<file path="config.mk">
export PLATFORM = sky130hd
export DESIGN_NAME = matrix_operand_fetch
export DESIGN_NICKNAME = d
export VERILOG_FILES = /design/src/rtl/matrix_core_pkg.sv /design/src/rtl/rise_edge_detect.sv /design/src/rtl/matrix_operand_fetch.sv
export SDC_FILE = /design/constraint.sdc
export NUM_CORES = 1
export LEC_CHECK = 0
export CAP_MARGIN = 20
export CORE_AREA = 2 2 334 336
export DETAILED_ROUTE_END_ITERATION = 6
export DIE_AREA = 0 0 336 338
export PLACE_DENSITY = 0.51
export SLEW_MARGIN = 20
export SYNTH_ARGS = -nofsm -noshare
export SYNTH_HDL_FRONTEND = slang
export SYNTH_SLANG_ARGS = --single-unit
export TNS_END_PERCENT = 50
</file>
<file path="constraint.sdc">
create_clock -name clk -period 5.1 [get_ports clk]
set_clock_uncertainty 0.15 [all_clocks]
set_input_delay 1.02 -clock clk [delete_from_list [all_inputs] [get_ports clk]]
set_output_delay 1.02 -clock clk [all_outputs]
set_load 0.01 [all_outputs]
</file>
<file path="src/rtl/matrix_core_pkg.sv">
// Shared types and constants for the matrix core: error codes, operand-fetch FSM
// encoding and the flattened matrix data width.
package matrix_core_pkg;

    localparam int unsigned ERR_W = 3;

    localparam logic [ERR_W-1:0] ERR_NONE    = 3'd0;
    localparam logic [ERR_W-1:0] ERR_CNT     = 3'd1;
    localparam logic [ERR_W-1:0] ERR_INVALID = 3'd2;
    localparam logic [ERR_W-1:0] ERR_TIMEOUT = 3'd3;

    localparam int unsigned DEF_ELEM_W  = 8;
    localparam int unsigned DEF_MAX_DIM = 5;

    typedef enum logic [1:0] {
        ST_IDLE        = 2'd0,
        ST_FETCH_ISSUE = 2'd1,
        ST_FETCH_WAIT  = 2'd2,
        ST_DONE        = 2'd3
    } fetch_state_e;

    // Flattened matrix payload width: every element of a MAX_DIM x MAX_DIM matrix.
    function automatic int unsigned data_w(input int unsigned elem_w, input int unsigned max_dim);
        return elem_w * max_dim * max_dim;
    endfunction

endpackage

</file>
<file path="src/rtl/rise_edge_detect.sv">
// Rising-edge detector: registers the level and emits a combinational one-cycle pulse.
module rise_edge_detect (
    input  logic clk,
    input  logic rst_n,
    input  logic level,
    output logic pulse_c
);

    logic level_q;

    always_ff @(posedge clk or negedge rst_n) begin
        if (!rst_n) level_q <= 1'b0;
        else        level_q <= level;
    end

    assign pulse_c = level & ~level_q;

endmodule

</file>
<file path="src/rtl/matrix_operand_fetch.sv">
// Operand loader: on a start edge fetches 1..MAX_OPS matrices by ID over the storage
// rd_en/rd_done handshake into per-slot registers, with timeout, abort and error codes.
module matrix_operand_fetch
    import matrix_core_pkg::*;
#(
    parameter int unsigned MAX_OPS = 3,
    parameter int unsigned ID_W    = 4,
    parameter int unsigned DIM_W   = 4,
    parameter int unsigned ELEM_W  = DEF_ELEM_W,
    parameter int unsigned MAX_DIM = DEF_MAX_DIM,
    parameter int unsigned CNT_W   = $clog2(MAX_OPS + 1),
    parameter int unsigned TIMEOUT = 255,
    localparam int unsigned DATA_W = data_w(ELEM_W, MAX_DIM)
) (
    input  logic                        clk,
    input  logic                        rst_n,
    input  logic                        start,
    input  logic                        abort,
    input  logic [CNT_W-1:0]            num_ops,
    input  logic [MAX_OPS*ID_W-1:0]     op_ids,
    output logic [ID_W-1:0]             rd_idx,
    output logic                        rd_en,
    input  logic                        rd_done,
    input  logic                        rd_valid,
    input  logic [DIM_W-1:0]            rd_m,
    input  logic [DIM_W-1:0]            rd_n,
    input  logic [DATA_W-1:0]           rd_data,
    output logic [MAX_OPS*DIM_W-1:0]    op_m_flat,
    output logic [MAX_OPS*DIM_W-1:0]    op_n_flat,
    output logic [MAX_OPS*DATA_W-1:0]   op_data_flat,
    output logic [MAX_OPS-1:0]          op_valid,
    output logic                        busy,
    output logic                        done,
    output logic [ERR_W-1:0]            err,
    output logic [CNT_W-1:0]            fetched
);

    localparam int unsigned IDX_W = (MAX_OPS > 1) ? $clog2(MAX_OPS) : 1;
    localparam int unsigned TMR_W = $clog2(TIMEOUT + 1);

    fetch_state_e       state, state_d;
    logic [IDX_W-1:0]   k_q, k_d;
    logic [CNT_W-1:0]   num_q, num_d;
    logic [TMR_W-1:0]   timer_q, timer_d;
    logic [ID_W-1:0]    rd_idx_d;
    logic               rd_en_d;
    logic               busy_d;
    logic               done_d;
    logic [ERR_W-1:0]   err_d;
    logic [CNT_W-1:0]   fetched_d;
    logic [MAX_OPS-1:0] op_valid_d;
    logic               load_slot;
    logic               start_pulse;

    logic [DIM_W-1:0]   slot_m    [MAX_OPS];
    logic [DIM_W-1:0]   slot_n    [MAX_OPS];
    logic [DATA_W-1:0]  slot_data [MAX_OPS];

    rise_edge_detect u_start_edge (
        .clk     (clk),
        .rst_n   (rst_n),
        .level   (start),
        .pulse_c (start_pulse)
    );

    // Next-state and next-output logic; every output register is loaded from here.
    always_comb begin
        state_d    = state;
        k_d        = k_q;
        num_d      = num_q;
        timer_d    = timer_q;
        rd_idx_d   = rd_idx;
        err_d      = err;
        fetched_d  = fetched;
        op_valid_d = op_valid;
        load_slot  = 1'b0;

        unique case (state)
            ST_IDLE: begin
                if (start_pulse) begin
                    op_valid_d = '0;
                    fetched_d  = '0;
                    err_d      = ERR_NONE;
                    k_d        = '0;
                    num_d      = num_ops;
                    if (num_ops == '0 || num_ops > CNT_W'(MAX_OPS)) begin
                        err_d   = ERR_CNT;
                        state_d = ST_DONE;
                    end else begin
                        state_d = ST_FETCH_ISSUE;
                    end
                end
            end
            ST_FETCH_ISSUE: begin
                timer_d = '0;
                state_d = ST_FETCH_WAIT;
            end
            ST_FETCH_WAIT: begin
                // A response in the final timer cycle still counts as a good read.
                if (rd_done) begin
                    load_slot       = 1'b1;
                    op_valid_d[k_q] = rd_valid;
                    if (!rd_valid) begin
                        err_d   = ERR_INVALID;
                        state_d = ST_DONE;
                    end else begin
                        fetched_d = fetched + CNT_W'(1);
                        if (CNT_W'(k_q) == num_q - CNT_W'(1)) begin
                            state_d = ST_DONE;
                        end else begin
                            k_d     = k_q + IDX_W'(1);
                            state_d = ST_FETCH_ISSUE;
                        end
                    end
                end else if (timer_q == TMR_W'(TIMEOUT - 1)) begin
                    err_d   = ERR_TIMEOUT;
                    state_d = ST_DONE;
                end else begin
                    timer_d = timer_q + TMR_W'(1);
                end
            end
            ST_DONE: begin
                state_d = ST_IDLE;
            end
            default: begin
                state_d = ST_IDLE;
            end
        endcase

        if (abort) begin
            state_d    = ST_IDLE;
            op_valid_d = '0;
            fetched_d  = '0;
            err_d      = ERR_NONE;
            load_slot  = 1'b0;
        end

        // rd_en and rd_idx are presented during the single FETCH_ISSUE cycle.
        if (state_d == ST_FETCH_ISSUE) rd_idx_d = op_ids[k_d*ID_W +: ID_W];
        rd_en_d = (state_d == ST_FETCH_ISSUE);
        busy_d  = (state_d == ST_FETCH_ISSUE) || (state_d == ST_FETCH_WAIT);
        done_d  = (state == ST_DONE) && !abort;
    end

    always_ff @(posedge clk or negedge rst_n) begin
        if (!rst_n) begin
            state    <= ST_IDLE;
            k_q      <= '0;
            num_q    <= '0;
            timer_q  <= '0;
            rd_idx   <= '0;
            rd_en    <= 1'b0;
            busy     <= 1'b0;
            done     <= 1'b0;
            err      <= ERR_NONE;
            fetched  <= '0;
            op_valid <= '0;
        end else begin
            state    <= state_d;
            k_q      <= k_d;
            num_q    <= num_d;
            timer_q  <= timer_d;
            rd_idx   <= rd_idx_d;
            rd_en    <= rd_en_d;
            busy     <= busy_d;
            done     <= done_d;
            err      <= err_d;
            fetched  <= fetched_d;
            op_valid <= op_valid_d;
        end
    end

    // Slot bank: written only by a storage response while waiting.
    always_ff @(posedge clk or negedge rst_n) begin
        if (!rst_n) begin
            for (int i = 0; i < int'(MAX_OPS); i++) begin
                slot_m[i]    <= '0;
                slot_n[i]    <= '0;
                slot_data[i] <= '0;
            end
        end else if (load_slot) begin
            slot_m[k_q]    <= rd_m;
            slot_n[k_q]    <= rd_n;
            slot_data[k_q] <= rd_data;
        end
    end

    for (genvar g = 0; g < int'(MAX_OPS); g++) begin : g_flat
        assign op_m_flat[g*DIM_W +: DIM_W]       = slot_m[g];
        assign op_n_flat[g*DIM_W +: DIM_W]       = slot_n[g];
        assign op_data_flat[g*DATA_W +: DATA_W]  = slot_data[g];
    end

endmodule

</file>
==> metrics.md <==
| Metric | Value |
|---|---|
| Run status | completed |
| Clock latency on the worst-skew pair | 0.61 ns |
| Post-Syn Area | 24790 um^2 |
| Slowest cell on the critical path | clkdlybuf4s50_1 |
| Syn nets | 1707 |
| Seq cells post-synth | 653 |
| Final worst slack | 1.888 ns |
| Fin crit period | 3.212 ns |
| Non-Filler Instances | 3937 |
| Placed Area | 35160 um^2 |
| Setup tns final | 0 ns |
| CTS tree | yes |
| Starting DRT DRC Count | 512 |
| Routed WL | 85310 um |
| Clock buffer depth | 3 |
| Post-CTS sizing | 0 |
| Endpoints failing setup | 0 |
| Hold-fix buffers, CTS | 0 |
| VDD IR max | 301.3 uV |
| Largest net degree at the start of global routing | 111 |
| Seq/Total Area, Yosys | 0.6591 |
| DP Worst Slack | 1.242 ns |
| Overall Global Routing Usage | 0.1456 |
| Crit-path max FO | 85 |
| Clock buffer count from CTS | 78 |
| WL/cell | 21.67 um |
| Htree depth | 3 |
| CP Cell Sequence | clkdlybuf4s50_1 > nor3b_4 > nand2_8 > buf_12 > mux2_2 |
| Port bufs | 865 |
| Worst-path clk slew | 0.05 ns |
| Distinct cells, synth | 36 |
| Total die area | 113600 um^2 |
| Final GP Congestion | 0.7992 |
| Slew Viols, Final | 0 |
| Initial antenna violation count | 21 |
| Share of layout cells above drive strength 1 | 0.3220 |
| Max Clk Rate | 311.3 MHz |
| First-pass GRT wire length | 122300 um |
| Cells after synthesis | 1472 |
| WS Path Type | input pin to flop |
| Vias in the first global route | 17560 |
| Core ar. | 110100 um^2 |
| Die Span Y | 338 um |
| Crit path largest cell delay | 0.61 ns |
| Nets | 2615 |
| Pwr Density | 469.1 nW/um^2 |
| Post-CTS Repair Setup Buffers | 0 |
| Slew @ Worst Pin | 0.9016 ns |
| DRT Pass-1 Iters | 4 |
| Flop-to-flop setup slack | 2.26 ns |
| RSZ-0062 raised after global routing | no |
| Worst slew margin | 0.3989 |
| Fin crit share | 0.6298 |
| Antenna-violating nets left | 0 |
| Total number of vias | 16100 |
| Area Overhead vs Synth | 52.21% |
| Yosys warnings | 0 |
| Max Cap Viol | 0 |
| Worst Setup Start Kind | input pin |
| DPL Wire Length | 63930 um |
| Avg Inst Size Synth | 16.84 um^2 |
| CP delay by family, top | simple AND/OR/NAND/NOR gates |
| Static leakage | 0.01715 uW |
| # IOs | 867 |
| Worst min-delay path class | input pin to async pin |
| Vias per cell | 4.089 |
| Post-layout instance area | 37740 um^2 |
| DRC violations left | 0 |
| Initial Util | 0.2253 |
| Root Buffer | clkbuf_16 |
| Commonest non-fill, non-tap cells in the layout | clkdlybuf4s50_1 (864), dfrtp_1 (653), mux2_2 (626) |
| Clock sink count | 653 |
| Die W | 336 um |
| Sum of buffers and inverters on the critical path | 2 |
| Most common cell after layout, fill and taps aside | clkdlybuf4s50_1 |
| Final Hold Vio Count | 0 |
| Critical path arrival | 3.56 ns |
| Filler instances | 10700 |
| Critical Path RT | 5.45 ns |
| Core Rows | 122 |
| Grt ovf | 0 |
| Post-Place Cells | 3788 |
| Crit. End Element | flop |
==> layer usage <==
| metal | vias to the layer above | track usage | part of all wire |
|---|---|---|---|
| met5 | - | 0 | 0.00015 |
| met4 | 2 | 0.04513 | 0.026 |
| met3 | 126 | 0.06785 | 0.11 |
| met2 | 636 | 0.2450 | 0.49 |
| met1 | 8247 | 0.1636 | 0.38 |
| li1 | 7089 | - | - |
==> kinds of logic (layout without fill, tap and decap cells) <==
kind of cell	Yosys count	in the layout	share of synthesized area
flops	653	653	0.6591
mux	632	632	0.2867
buf+inv	84	1053	0.02538
simple gates	56	56	0.01332
compound gates	32	32	0.009336
fa+ha+maj	7	7	0.003532
xor+xnor	7	7	0.002473
other cells	1	9	0.0001512
==> worst reg2reg max path: cells and delay by family, from the launching register on <==
| family | cells | cell delay, ns |
|---|---|---|
| buffers and inverters | 1 | 0.38 |
| and+or+nand+nor | 3 | 1.15 |
| DFF | 1 | 0.48 |
| muxes | 1 | 0.55 |
==> layout make-up <==
class | instances | area (um^2) | area share
sequential | 653 | 16340 | 0.4330
timing repair buffer | 900 | 9064 | 0.2402
clock buffer | 123 | 2344 | 0.06210
antenna | 8 | 20.02 | 0.0005305
tap | 1488 | 1862 | 0.04934
inverter | 12 | 45.04 | 0.001194
multi-input combinational | 735 | 7850 | 0.2080
clock inverter | 18 | 212.7 | 0.005636
==> cells in the mapped netlist <==
cell,n,area (um^2)
dfrtp_1,653,16340
mux2_2,626,7049
buf_6,39,439.2
clkbuf_1,26,97.59
nor2_1,14,52.55
inv_1,12,45.04
o21ai_0,9,45.04
ha_1,7,87.58
nand4_1,7,43.79
nor2b_1,7,43.79
a21oi_1,6,30.03
mux2i_1,6,60.06
nand2_1,6,22.52
nand3_1,6,30.03
buf_4,5,37.54
o221ai_1,4,35.03
xor2_1,4,35.03
a211oi_1,3,22.52
a22o_1,3,26.28
and3_1,3,18.77
nand2_4,3,33.78
nor3_1,3,15.01
xnor2_1,3,26.28
a221o_1,2,20.02
buf_2,2,10.01
nand2b_1,2,12.51
o21bai_1,2,15.01
a21o_1,1,7.510
a22oi_4,1,21.27
a31o_2,1,8.760
conb_1,1,3.750
nand2b_4,1,13.76
nand3b_1,1,7.510
nor3b_1,1,7.510
nor3b_4,1,18.77
or4b_2,1,10.01
==> final timing paths <==
check	start	cells past startpoint	endpoint
worst max-delay path	abort	5	op_data_flat[83]
worst min-delay path	rst_n	1	op_data_flat[172]
worst max register to register	state[0]	5	op_data_flat[83]
worst min register to register	fetched[1]	1	fetched[1]
max in group asynchronous	rst_n	3	op_data_flat[206]
min in group clk	fetched[1]	1	fetched[1]
==> state kept, by name, summed over array words and instances (netlist names), named ones only <==
| name | cells |
|---|---|
| num_q | 2 |
| op_n_flat | 12 |
| op_data_flat | 600 |
| op_m_flat | 12 |
| err | 2 |
| busy | 1 |
| done | 1 |
| u_start_edge.level_q | 1 |
| timer_q | 8 |
| rd_en | 1 |
| rd_idx | 4 |
| op_valid | 3 |
| state | 2 |
| fetched | 2 |
| k_q | 1 |
==> report_power, final <==
part           switching, uW  internal (uW)  leakage (uW)
Sequential               678           6430       0.00868
Combinational           1990           3110       0.00722
Clock                   2230           3270       0.00125
Total                   4900          12800        0.0172
==> per-stage QoR <==
step,total power (uW),util,hold WS [ns]
floorplan,8861,-,0.3510
global placement,12250,0.3195,0.3250
detailed placement,12350,0.3195,0.3271
CTS,18000,0.3427,0.2493
global route,18630,0.3428,0.2812
finish,17700,0.3429,0.2599
(Power assumes the default switching activity.)
